`src/rtl/seq_mul_unit_pkg.sv`:
```
// Shared definitions for the sequential multiplier: FSM state encodings,
// the default operand width and the opcode that selects the sequential multiply.
package seq_mul_unit_pkg;

  localparam int SMUL_DEFAULT_WIDTH = 16;

  // Decoder opcode that routes an instruction to the sequential multiplier
  localparam logic [3:0] OP_SMUL = 4'hD;

  typedef enum logic [1:0] {
    SMUL_IDLE = 2'd0,
    SMUL_RUN  = 2'd1,
    SMUL_DONE = 2'd2
  } smul_state_t;

endpackage

```
`src/rtl/seq_mul_unit_if.sv`:
```
// Request/response bundle between the ALU decoder (master) and the multiplier (slave).
// signed_op is only meaningful when SEQ_MUL_SIGNED_EN is defined.
interface seq_mul_unit_if import seq_mul_unit_pkg::*; #(
  parameter int WIDTH = SMUL_DEFAULT_WIDTH
);
  logic               start;
  logic               signed_op;
  logic [WIDTH-1:0]   a;
  logic [WIDTH-1:0]   b;
  logic               busy;
  logic               done;
  logic [2*WIDTH-1:0] result;

  modport master (output start, signed_op, a, b, input busy, done, result);
  modport slave  (input start, signed_op, a, b, output busy, done, result);
endinterface

```
`src/rtl/seq_mul_datapath.sv`:
```
// Shift-add datapath: multiplicand/multiplier shift registers, accumulator and
// result register. SEQ_MUL_SIGNED_EN adds magnitude capture and a final negate.
module seq_mul_datapath import seq_mul_unit_pkg::*; #(
  parameter int WIDTH = SMUL_DEFAULT_WIDTH
) (
  input  logic               clk,
  input  logic               rst_n,
  input  logic               load,
  input  logic               step,
  input  logic               fin,
`ifdef SEQ_MUL_SIGNED_EN
  input  logic               signed_op,
`endif
  input  logic [WIDTH-1:0]   a,
  input  logic [WIDTH-1:0]   b,
  output logic [2*WIDTH-1:0] result
);

  logic [2*WIDTH-1:0] mcand;
  logic [2*WIDTH-1:0] acc;
  logic [2*WIDTH-1:0] acc_next;
  logic [2*WIDTH-1:0] product;
  logic [WIDTH-1:0]   mplier;
  logic [WIDTH-1:0]   mag_a;
  logic [WIDTH-1:0]   mag_b;

`ifdef SEQ_MUL_SIGNED_EN
  logic neg;
  logic neg_in;

  // Most-negative input wraps to itself, which read as unsigned is its true magnitude
  function automatic logic [WIDTH-1:0] magnitude(input logic signed [WIDTH-1:0] v,
                                                 input logic en);
    logic signed [WIDTH-1:0] n;
    n = -v;
    return (en && v[WIDTH-1]) ? n : v;
  endfunction

  function automatic logic [2*WIDTH-1:0] apply_sign(input logic [2*WIDTH-1:0] v,
                                                    input logic n);
    return n ? (~v + 1'b1) : v;
  endfunction

  assign mag_a   = magnitude(a, signed_op);
  assign mag_b   = magnitude(b, signed_op);
  assign neg_in  = signed_op & (a[WIDTH-1] ^ b[WIDTH-1]);
  assign product = apply_sign(acc_next, neg);

  always_ff @(posedge clk or negedge rst_n) begin
    if (!rst_n)    neg <= 1'b0;
    else if (load) neg <= neg_in;
  end
`else
  assign mag_a   = a;
  assign mag_b   = b;
  assign product = acc_next;
`endif

  assign acc_next = acc + (mplier[0] ? mcand : '0);

  // The last iteration's sum goes straight into result, so it is valid in the done cycle
  always_ff @(posedge clk or negedge rst_n) begin
    if (!rst_n) begin
      mcand  <= '0;
      mplier <= '0;
      acc    <= '0;
      result <= '0;
    end else begin
      if (load) begin
        mcand  <= {{WIDTH{1'b0}}, mag_a};
        mplier <= mag_b;
        acc    <= '0;
      end else if (step) begin
        acc    <= acc_next;
        mcand  <= mcand << 1;
        mplier <= mplier >> 1;
      end
      if (fin) result <= product;
    end
  end

endmodule

```
`src/rtl/seq_mul_unit.sv`:
```
// Iterative radix-2 shift-add multiplier: WIDTH+1 cycles per product, start accepted
// in IDLE or DONE. Signed operation is built only when SEQ_MUL_SIGNED_EN is defined.
module seq_mul_unit import seq_mul_unit_pkg::*; #(
  parameter int WIDTH = SMUL_DEFAULT_WIDTH,
  parameter int CNT_W = 5
) (
  input  logic          clk,
  input  logic          rst_n,
  seq_mul_unit_if.slave bus
);

  smul_state_t      state;
  logic [CNT_W-1:0] cnt;
  logic             busy;
  logic             done;
  logic             accept;
  logic             step;
  logic             last;

  assign accept = bus.start && (state != SMUL_RUN);
  assign step   = (state == SMUL_RUN);
  assign last   = step && (cnt == CNT_W'(WIDTH - 1));

  always_ff @(posedge clk or negedge rst_n) begin
    if (!rst_n) begin
      state <= SMUL_IDLE;
      cnt   <= '0;
      busy  <= 1'b0;
      done  <= 1'b0;
    end else begin
      case (state)
        SMUL_IDLE: begin
          done <= 1'b0;
          if (accept) begin
            state <= SMUL_RUN;
            cnt   <= '0;
            busy  <= 1'b1;
          end
        end
        SMUL_RUN: begin
          cnt <= cnt + 1'b1;
          if (last) begin
            state <= SMUL_DONE;
            done  <= 1'b1;
          end
        end
        SMUL_DONE: begin
          done <= 1'b0;
          if (accept) begin
            state <= SMUL_RUN;
            cnt   <= '0;
            busy  <= 1'b1;
          end else begin
            state <= SMUL_IDLE;
            busy  <= 1'b0;
          end
        end
        default: begin
          state <= SMUL_IDLE;
          busy  <= 1'b0;
          done  <= 1'b0;
        end
      endcase
    end
  end

  assign bus.busy = busy;
  assign bus.done = done;

  seq_mul_datapath #(.WIDTH(WIDTH)) u_datapath (
    .clk       (clk),
    .rst_n     (rst_n),
    .load      (accept),
    .step      (step),
    .fin       (last),
`ifdef SEQ_MUL_SIGNED_EN
    .signed_op (bus.signed_op),
`endif
    .a         (bus.a),
    .b         (bus.b),
    .result    (bus.result)
  );

endmodule
```
`src/flat_wrapper.sv`:
```
// flat-port wrapper written by rule: the top's interface ports become plain ports
module seq_mul_unit_flat import seq_mul_unit_pkg::*;
#(
  parameter int WIDTH = SMUL_DEFAULT_WIDTH,
  parameter int CNT_W = 5
)
  (clk, rst_n, bus_start, bus_signed_op, bus_a, bus_b, bus_busy, bus_done, bus_result);
  seq_mul_unit_if #(.WIDTH(WIDTH)) bus_i ();
  input  logic clk;
  input  logic rst_n;
  input wire logic [$bits(bus_i.start)-1:0] bus_start;
  input wire logic [$bits(bus_i.signed_op)-1:0] bus_signed_op;
  input wire logic [$bits(bus_i.a)-1:0] bus_a;
  input wire logic [$bits(bus_i.b)-1:0] bus_b;
  output wire logic [$bits(bus_i.busy)-1:0] bus_busy;
  output wire logic [$bits(bus_i.done)-1:0] bus_done;
  output wire logic [$bits(bus_i.result)-1:0] bus_result;
  assign bus_i.start = bus_start;
  assign bus_i.signed_op = bus_signed_op;
  assign bus_i.a = bus_a;
  assign bus_i.b = bus_b;
  assign bus_busy = bus_i.busy;
  assign bus_done = bus_i.done;
  assign bus_result = bus_i.result;
  seq_mul_unit #(.WIDTH(WIDTH), .CNT_W(CNT_W)) u_core (.clk(clk), .rst_n(rst_n), .bus(bus_i));
endmodule
```
`config.mk`:
```
export PLATFORM = sky130hd
export DESIGN_NAME = seq_mul_unit_flat
export DESIGN_NICKNAME = d
export VERILOG_FILES = /design/src/rtl/seq_mul_unit_pkg.sv /design/src/rtl/seq_mul_unit_if.sv /design/src/rtl/seq_mul_datapath.sv /design/src/rtl/seq_mul_unit.sv /design/src/flat_wrapper.sv
export SDC_FILE = /design/constraint.sdc
export NUM_CORES = 1
export LEC_CHECK = 0
export ABC_AREA = 1
export BUFFER_PORTS_ARGS = -buffer_cell sky130_fd_sc_hd__clkbuf_2
export CAP_MARGIN = 20
export CORE_MARGIN = 4
export CORE_UTILIZATION = 55
export CTS_BUF_LIST = sky130_fd_sc_hd__clkbuf_16
export CTS_CLUSTER_SIZE = 8
export DETAILED_ROUTE_END_ITERATION = 10
export HOLD_SLACK_MARGIN = 0.02
export PLACE_DENSITY = 0.75
export SYNTH_ARGS = -nofsm -noshare
export SYNTH_HDL_FRONTEND = slang
export SYNTH_SLANG_ARGS = --single-unit
```
`constraint.sdc`:
```
create_clock -name clk -period 4.6 [get_ports clk]
set_clock_uncertainty 0.15 [all_clocks]
set_input_delay 0.69 -clock clk [delete_from_list [all_inputs] [get_ports clk]]
set_output_delay 0.69 -clock clk [all_outputs]
set_load 0.005 [all_outputs]
```
==> Word level (Yosys, flattened, before mapping) <==
Index checks and enable logic that the tools add are counted.
{ "totals": {"reg_bits": 121, "input_bits": 36, "output_inout_bits": 34, "word_cells": 45} }
{ "classes": {"addsub": 2, "eq_ne": 7, "muxes": 18, "bitwise_logic": 1, "n_reduce_logical": 9} }
{ "ops": {"columns": ["op", "n"], "rows": [
  ["32-bit 2-to-1 mux", 5],
  ["32-bit adder", 1],
  ["16-bit 2-to-1 mux", 2],
  ["5-bit case mux with 2 select lines", 1],
  ["2-bit by 1-bit != test with 1-bit output (second input constant)", 3],
  ["2-bit case mux with 3 select lines", 1],
  ["2-bit AND reduction", 3],
  ["5-bit by 1-bit adder with 5-bit output (second input constant)", 1],
  ["5-bit by 4-bit equality test with 1-bit output (second input constant)", 1],
  ["1-bit 2-to-1 mux", 5],
  ["5-bit 2-to-1 mux", 1],
  ["2-bit 2-to-1 mux", 2],
  ["2-bit nonzero test", 2],
  ["1-bit case mux with 3 select lines", 1],
  ["2-bit by 1-bit equality test with 1-bit output (second input constant)", 1],
  ["2-bit equality test (second input constant)", 1],
  ["1-bit logical AND", 2],
  ["2-bit logical NOT", 1],
  ["2-bit != test (second input constant)", 1],
  ["2-bit OR reduction", 1],
  ["1-bit inverter", 1]
]} }

==> Longest topological paths before layout <==
Gate-level depths: netlist of run 1.
{ "logic_depth": {"word_depth": 4, "depth_mapped": 16, "depth_no_buf": 14} }

==> By module <==
Synthesis of run 1 repeated with hierarchy kept, for this count alone.
{ "hier_totals": {"cells_unflattened": 1035, "hier_area_um2": 7269.5} }
{ "by_module_without_submodules": {"columns": ["mod", "instances", "cells_each", "area_each_um2", "seq_area_each_um2"], "rows": [
  ["seq_mul_datapath", 1, 989, 6854.1, 2802.7],
  ["seq_mul_unit", 1, 46, 415.4, 225.2]
]} }

==> Worst setup path before layout of run 1 <==
OpenSTA, ideal clock, no wires.
{ "synth_path": {"path_type": "flip-flop to flip-flop", "startpoint": "register u_core.u_datapath.mplier[0]", "endpoint": "register u_core.u_datapath.acc[24]", "setup_ns": 0.118, "arrival_time_ns": 1.929, "required_time_ns": 4.332, "slack_ns": 2.403, "stages_incl_launch_ff": 14, "n_path_buf": 2, "period_less_slack_ns": 2.197, "cell_sequence": "dfrtp_1 clkbuf_1 clkbuf_1 nand2_1 inv_1 fa_1 nand3_1 nand3_1 nand2_1 nand2_1 nand3_1 nand4_1 nand3_1 nand2_1"} }
{ "synth_between": {"elab_chain_len": 4} }
{ "synth_rtl": {"columns": ["item", "line_no", "rtl"], "rows": [
  ["start: declaration", "seq_mul_datapath.sv:23", "logic [WIDTH-1:0] mplier;"],
  ["start signal: assignment", "seq_mul_datapath.sv:71", "mplier <= mag_b;"],
  ["start signal: assignment", "seq_mul_datapath.sv:76", "mplier <= mplier >> 1;"],
  ["32-bit 2-to-1 mux", "seq_mul_datapath.sv:59", "assign acc_next = acc + (mplier[0] ? mcand : '0);"],
  ["32-bit adder", "seq_mul_datapath.sv:59", null],
  ["32-bit 2-to-1 mux", "seq_mul_datapath.sv:73", "end else if (step) begin"],
  ["32-bit 2-to-1 mux", "seq_mul_datapath.sv:69", "if (load) begin"],
  ["end signal: assignment", "seq_mul_datapath.sv:74", "acc <= acc_next;"],
  ["end: declaration", "seq_mul_datapath.sv:20", "logic [2*WIDTH-1:0] acc;"]
]} }
Every way passes these cells. The select of a mux whose other input is x is not followed.
A chain may end at the register's enable or synchronous reset.

==> Worst setup path in the final report of run 1 <==
{ "layout_path": {"startpoint": "register u_core.u_datapath.mplier[0]", "endpoint": "register u_core.u_datapath.result[24]"} }
{ "layout_between": {"elab_chain_len": 2} }
{ "layout_rtl": {"columns": ["item", "line_no", "rtl"], "rows": [
  ["32-bit 2-to-1 mux", "seq_mul_datapath.sv:59", null],
  ["32-bit adder", "seq_mul_datapath.sv:59", null],
  ["end signal: assignment", "seq_mul_datapath.sv:78", "if (fin) result <= product;"],
  ["end: declaration", "seq_mul_datapath.sv:16", "output logic [2*WIDTH-1:0] result"]
]} }
Every way passes these cells.

==> results of run 1 <==
==> power breakdown <==
part | switching, mW | total [mW] | internal [mW] | leakage (nW)
Clock | 0.515 | 1.42 | 0.906 | 0.301
Sequential | 0.264 | 1.75 | 1.49 | 1.58
Combinational | 1.12 | 1.79 | 0.663 | 3.02
Total | 1.90 | 4.96 | 3.06 | 4.91
==> how the worst min path moves through the flow <==
| stage | slack, ns | startpoint | endpoint | depth (start not counted) |
|---|---|---|---|---|
| floorplan | 0.24 | rst_n | u_core.bus.busy | 0 |
| global placement | 0.30 | u_core.u_datapath.result[2] | u_core.u_datapath.result[2] | 2 |
| detailed placement | 0.31 | u_core.u_datapath.result[2] | u_core.u_datapath.result[2] | 2 |
| CTS | 0.30 | rst_n | u_core.u_datapath.result[8] | 1 |
| global route | 0.10 | rst_n | u_core.u_datapath.acc[6] | 1 |
| finish | 0.07 | rst_n | u_core.u_datapath.result[8] | 1 |
==> critical path, stage by stage, from the launching register on <==
cell and delay [ns]:
dfrtp_1 0.99, nand2_1 0.14, inv_1 0.10, ha_1 0.22
fa_1 0.32, nand3_1 0.10, nand3_1 0.16, nand2_1 0.08
nand2_1 0.14, nand3_1 0.15, nand3_1 0.12, nand2_1 0.07
nand3_1 0.08, nand2_1 0.05
==> per-stage QoR <==
stage	cells	setup slack, ns	cell area (um^2)	power, mW
2_1_floorplan	1034	2.40	7340	3.01
6_report	1283	1.59	8470	4.96
3_3_place_gp	1249	1.63	7810	3.47
5_1_grt	1283	1.33	8470	5.32
4_1_cts	1281	1.57	8430	4.97
3_5_place_dp	1249	1.62	7810	3.53
==> placed cells by master (no fill, tap or decap), types with 5 or more instances in the layout <==
cell / n
nand2_1: 410
inv_1: 173
dfrtp_1: 121
clkbuf_2: 67
nand3_1: 63
nor2_1: 40
ha_1: 33
a21oi_1: 22
o21ai_1: 17
clkbuf_16: 17
o22ai_1: 16
inv_2: 13
o221ai_1: 13
o211ai_1: 13
nand2_2: 11
xnor2_1: 10
o21ai_0: 10
nand3b_1: 5
xor2_1: 5
==> logic make-up (layout without fill, tap and decap cells) <==
group	Yosys count	in the layout	share of synthesized area, %
fa+ha+maj	34	34	5.90
buf+inv	215	292	11.3
flops	121	121	41.3
xor+xnor	15	15	1.79
simple gates	550	550	31.3
compound gates	99	99	8.52
==> sequential cells by signal, indices dropped and copies added (netlist names) <==
name and count:
u_core.bus.busy 1, u_core.bus.done 1, u_core.cnt 5, u_core.state 2, u_core.u_datapath.acc 32, u_core.u_datapath.mcand 32
u_core.u_datapath.mplier 16, u_core.u_datapath.result 32
==> routing by layer <==
layer	up-vias	GRT usage (%)
met3	28	6.18
met4	0	8.17
met1	2995	35.9
met5	-	0
li1	3340	-
met2	145	38.8
==> cell type report <==
cell class	count	area share [%]
Clock buffer	17	5.02
Clock inverter	15	2.32
Inverter	187	8.29
Multi-Input combinational cell	698	41.2
Sequential cell	121	35.8
Tap cell	172	2.54
Timing Repair Buffer	73	4.88
==> summary.md, run 1 <==
| Metric | Value |
|---|---|
| Worst reg2reg path endpoint | u_core.u_datapath.result[24] |
| Largest buffer count on any clock path | 2 |
| Met2 routed WL | 7910 um |
| Top-Level Pins | 70 |
| Post-Route M1 WL | 8730 um |
| H-tree depth | 4 |
| Synthesized flop and latch total | 121 |
| Gr ovfl total | 0 |
| Overall Global Routing Usage | around a quarter |
| Lkg Pwr | 4.91 nW |
| Final RePlAce weighted congestion | between 0.9 and 1 |
| Die Width | 124 um |
| Relative slew margins | 33.7% |
| Syn nets | around 1100 |
| # rows | 41 |
| Post-cts sizing count | 0 |
| FMAX | 332 MHz |
| Worst R2R Path Depth | 13 |
| Hold-fix buffers, CTS | 0 |
| Setup TNS | 0 ns |
| Hold crit path type | primary input to async pin |
| HPWL Detailed | 12700 um |
| Max layer used | met4 |
| Post-synth top area share | 41.3% |
| Initial drt markers | 371 |
| Critical Path Start Type | flop |
| Largest net degree at the start of global routing | 78 |
| Wire length on met3 | 980 um |
| Initial antenna violation count | 0 |
| Layout cells sized above 1 | around 13% |
| Util after Layout | between 60 and 70% |
| # setup viols final | 0 |
| Reg2reg setup slack | between 1.5 and 2 ns |
| Yosys cell types | 36 |
| Peak supply drop | around 540 uV |
| Die Area | 15300 um^2 |
| Mapped Cells | 1034 |
| Vias after detailed routing | 6508 |
| Seq/Total Area, Yosys | approximately 41% |
| Area occupied by multi-input gates | 3490 um^2 |
| Number of flops mapped to enable cells by yosys | 0 |
| Critical path data required time | 4.77 ns |
| Postcts setup bufs | 0 |
| Fillers | 1161 |
| Top post-synthesis cells by area | dfrtp_1 41%, nand2_1 21%, inv_1 8.8% |
| Critical path startpoint | u_core.u_datapath.mplier[0] |
| Core ar. | 12800 um^2 |
| Yosys top cell by area | dfrtp_1 |
| Final hold violation count | 0 |
| CTS Root Cell | clkbuf_16 |
| Antenna cell count | 0 |
| Status | finished, final reports clean |
| Hold Slack | 0.0730 ns |
| Syn Std Cell Area | 7340 um^2 |
| Worst Tran Pin Value | 0.994 ns |
| Final min period | 3.01 ns |
| Unrepaired setup endpoints after global routing | no |
| CTS tree | yes |
| Remaining DRCs | 0 |
| DRT Wirelength | 17900 um |
| R2r startpoint | u_core.u_datapath.mplier[0] |
| Vias in the first global route | 6298 |
| Pwr dens | 586 nW/um^2 |
| Critical-path maximum fanout | 33 |
| Clock tree sinks | 121 |
| Avg Vias per Cell | 5.07 |
| Synthesis-to-finish area growth | 15.4% |
| CTS Buf Count | 17 |
| Top-count cell post-synth | nand2_1 |
| Max Cap Violations | 0 |
| Reg area | 3030 um^2 |
| Clock Latency Late Sink | 0.43 ns |
| # nets final | 1168 |
| Initial core utilization | between 50% and 60% |
| Setup crit end | u_core.u_datapath.result[24] |
| Async SR Flop Fraction | between 90% and 100% |
| Tcrit/Tclk final | between 60% and 70% |
| WL/cell | 14.0 um |
| Worst Setup End Kind | flop |
| Top FF cell, synth | dfrtp_1 |
| Slew Limit Fails | 0 |
| Mean post-synth cell area | 7.10 um^2 |
| Clock-pin slew on the worst setup and hold paths | about 0.060 ns |
| Setup CP Type | flop to flop |
| Syn. warnings | 0 |
| First-pass GRT wire length | 30000 um |
| Port buffer count | between 60 and 70 |
| Top cells by count, synth | 410 x nand2_1, 173 x inv_1, 121 x dfrtp_1 |
| Critical path data arrival time | 3.17 ns |
| Chip Height | 124 um |
| Final ANT Viol Nets | 0 |
| 1st-pass router iterations | 5 |
No activity file was read; power rests on OpenSTA's default activity.
==> run 2, diff against run 1 <==
--- a/config.mk
+++ b/config.mk
@@ -9,12 +9,12 @@
 export BUFFER_PORTS_ARGS = -buffer_cell sky130_fd_sc_hd__clkbuf_2
 export CAP_MARGIN = 20
 export CORE_MARGIN = 4
-export CORE_UTILIZATION = 55
+export CORE_UTILIZATION = 54
 export CTS_BUF_LIST = sky130_fd_sc_hd__clkbuf_16
 export CTS_CLUSTER_SIZE = 8
 export DETAILED_ROUTE_END_ITERATION = 10
 export HOLD_SLACK_MARGIN = 0.02
-export PLACE_DENSITY = 0.75
+export PLACE_DENSITY = 0.77
 export SYNTH_ARGS = -nofsm -noshare
 export SYNTH_HDL_FRONTEND = slang
 export SYNTH_SLANG_ARGS = --single-unit
==> constraint.sdc (replaced) <==
create_clock -name clk -period 2.7 [get_ports clk]
set_clock_uncertainty 0.15 [all_clocks]
set_input_delay 0.405 -clock clk [delete_from_list [all_inputs] [get_ports clk]]
set_output_delay 0.405 -clock clk [all_outputs]
set_load 0.005 [all_outputs]
==> summary.md, run 2 (same netlist as run 1, synthesis figures left out) <==
| Metric | Value |
|---|---|
| Gr ovfl total | 0 (unchanged) |
| # setup viols final | 0 (unchanged) |
| HPWL Detailed | 13200 um (+4.3%) |
| Initial antenna violation count | 0 (unchanged) |
| Critical path data required time | 2.86 ns (-1.91 ns) |
| Antenna cell count | 0 (unchanged) |
| Relative slew margins | 51.0% (+17 points) |
| Pwr dens | 987 nW/um^2 (+69%) |
| 1st-pass router iterations | 5 (unchanged) |
| H-tree depth | 4 (unchanged) |
| Final RePlAce weighted congestion | 0.960 (-1.5%) |
| Hold Slack | 0.0442 ns (-0.0288 ns) |
| Clock Latency Late Sink | 0.42 ns (about the same) |
| Final min period | 2.46 ns (-0.550 ns) |
| Worst Setup End Kind | flop |
| Largest net degree at the start of global routing | 73 (-6.4%) |
| Final hold violation count | 0 (unchanged) |
| Chip Height | 125 um (+0.86%) |
| Lkg Pwr | 4.91 nW (+0.11%) |
| Avg Vias per Cell | 5.00 (-1.4%) |
| Die Area | 15500 um^2 (+1.7%) |
| Fillers | 1217 (+4.8%) |
| Critical Path Start Type | flop |
| Unrepaired setup endpoints after global routing | no |
| Vias in the first global route | 6349 (+0.81%) |
| Design area | 8470 um^2 (about the same) |
| Clock-pin slew on the worst setup and hold paths | 0.06 ns (about the same) |
| Setup TNS | 0 ns (unchanged) |
| # nets final | 1173 (+0.43%) |
| FMAX | 407 MHz (+22%) |
| CTS Root Cell | clkbuf_16 |
| Layout cells sized above 1 | 13.3% (+0.39 points) |
| Setup CP Type | flop to flop |
| Worst setup margin | 0.242 ns (-1.35 ns) |
| CTS Buf Count | 17 (unchanged) |
| DRT Wirelength | 17900 um (about the same) |
| Largest buffer count on any clock path | 2 (unchanged) |
| Worst Tran Pin Value | 0.734 ns (-0.260 ns) |
| Max Cap Violations | 0 (unchanged) |
| Critical path data arrival time | 2.62 ns (-0.55 ns) |
| WL/cell | 13.9 um (-0.75%) |
| # rows | 42 (+2.4%) |
| Tot Pwr | 8.36 mW (+69%) |
| Synthesis-to-finish area growth | 15.4% (about the same) |
| Setup Slack @ Placement | 0.282 ns (-1.34 ns) |
| Most frequent cells in the layout | 410 x nand2_1, 174 x inv_1, 121 x dfrtp_1 |
| Overall Global Routing Usage | 24.4% (-1.1 points) |
| Peak supply drop | 847 uV (+56%) |
| Critical-path maximum fanout | 12 (-64%) |
| Remaining DRCs | 0 (unchanged) |
| Slew Limit Fails | 0 (unchanged) |
| Status | finished, final reports clean |
| First-pass GRT wire length | 30600 um (+2.1%) |
| Final ANT Viol Nets | 0 (unchanged) |
| Commonest non-fill, non-tap cell in the layout | nand2_1 |
| Hold crit path type | primary input to flop |
| Initial drt markers | 426 (+15%) |
| Vias after detailed routing | 6461 (-0.72%) |
| CTS tree | yes |
| Post-DP Area | 7860 um^2 (+0.64%) |
| Regs by FF count | u_core.u_datapath.acc (32), u_core.u_datapath.mcand (32), u_core.u_datapath.result (32) |
| Top-Level Pins | 70 (unchanged) |
| Initial core utilization | 55.2% (-2.0 points) |
| Core ar. | 13300 um^2 (+3.7%) |
| Tcrit/Tclk final | 91.0% (+26 points) |
| Port buffer count | 68 (unchanged) |
| Post-cts sizing count | 0 (unchanged) |
| Die Width | 125 um (+0.86%) |
| Clock tree sinks | 121 (unchanged) |
[run 2: metal layers]
layer	wire [um]	global-route usage, %	vias to the layer above
li1	-	-	3341
met1	8660	35.1	2941
met2	7890	36.7	152
met3	943	5.27	27
met4	401	7.87	0
met5	0	0	-
[run 2: worst max-delay path: stages, from the launching register on]
cell and delay (ns):
dfrtp_1 0.40, buf_4 0.19, nand2_1 0.09, inv_1 0.06, ha_1 0.36, nand2_1 0.15
nor2_1 0.20, and2_1 0.16, nand2_1 0.06, nand2_2 0.13, nand2_1 0.12, nand2_1 0.09
nand2_1 0.07, nand3_1 0.07, nand2_1 0.05
[run 2: worst paths after layout]
| kind | from | to | slack (ns) | cells after the start |
|---|---|---|---|---|
| worst max-delay path | u_core.u_datapath.mplier[0] | u_core.u_datapath.acc[31] | 0.24 | 14 |
| worst min-delay path | bus_b[10] | u_core.u_datapath.mplier[10] | 0.04 | 3 |
| worst max register to register | u_core.u_datapath.mplier[0] | u_core.u_datapath.acc[31] | 0.24 | 14 |
| worst min register to register | u_core.u_datapath.result[1] | u_core.u_datapath.result[1] | 0.32 | 2 |
| max in group asynchronous | rst_n | u_core.u_datapath.mcand[0] | 1.48 | 3 |
| min in group asynchronous | rst_n | u_core.u_datapath.result[19] | 0.24 | 2 |
[run 2: final cells by class]
class                   instances  area [um^2]  share of cell area, %
clock buffers                  17          425                   5.02
clock inverters                15          174                   2.05
inverters                     187          702                   8.29
multi-input cells             698         3490                   41.2
flip-flops and latches        121         3030                   35.8
well taps                     176          220                   2.60
repair buffers                 78          433                   5.11
[run 2: report_power, final]
part	leakage, nW	switching (mW)	total [mW]	internal (mW)
logic	3.04	1.97	3.13	1.15
registers	1.58	0.396	2.93	2.54
clock network	0.289	0.851	2.30	1.45
total	4.91	3.22	8.36	5.14
[run 2: per-stage QoR]
stage	std cells	utilization (%)
3_3_place_gp	1259	59.1
6_report	1292	63.7
4_1_cts	1292	63.7
3_5_place_dp	1259	59.1
2_1_floorplan	1034	-
5_1_grt	1292	63.7
[run 2: timing repair]
| action | in CTS | in global routing |
|---|---|---|
| buffers inserted | 0 | 0 |
| endpoints found under the setup margin | 0 | 0 |
| hold buffers | 1 | 0 |
| hold endpoints to repair | 17 | 0 |
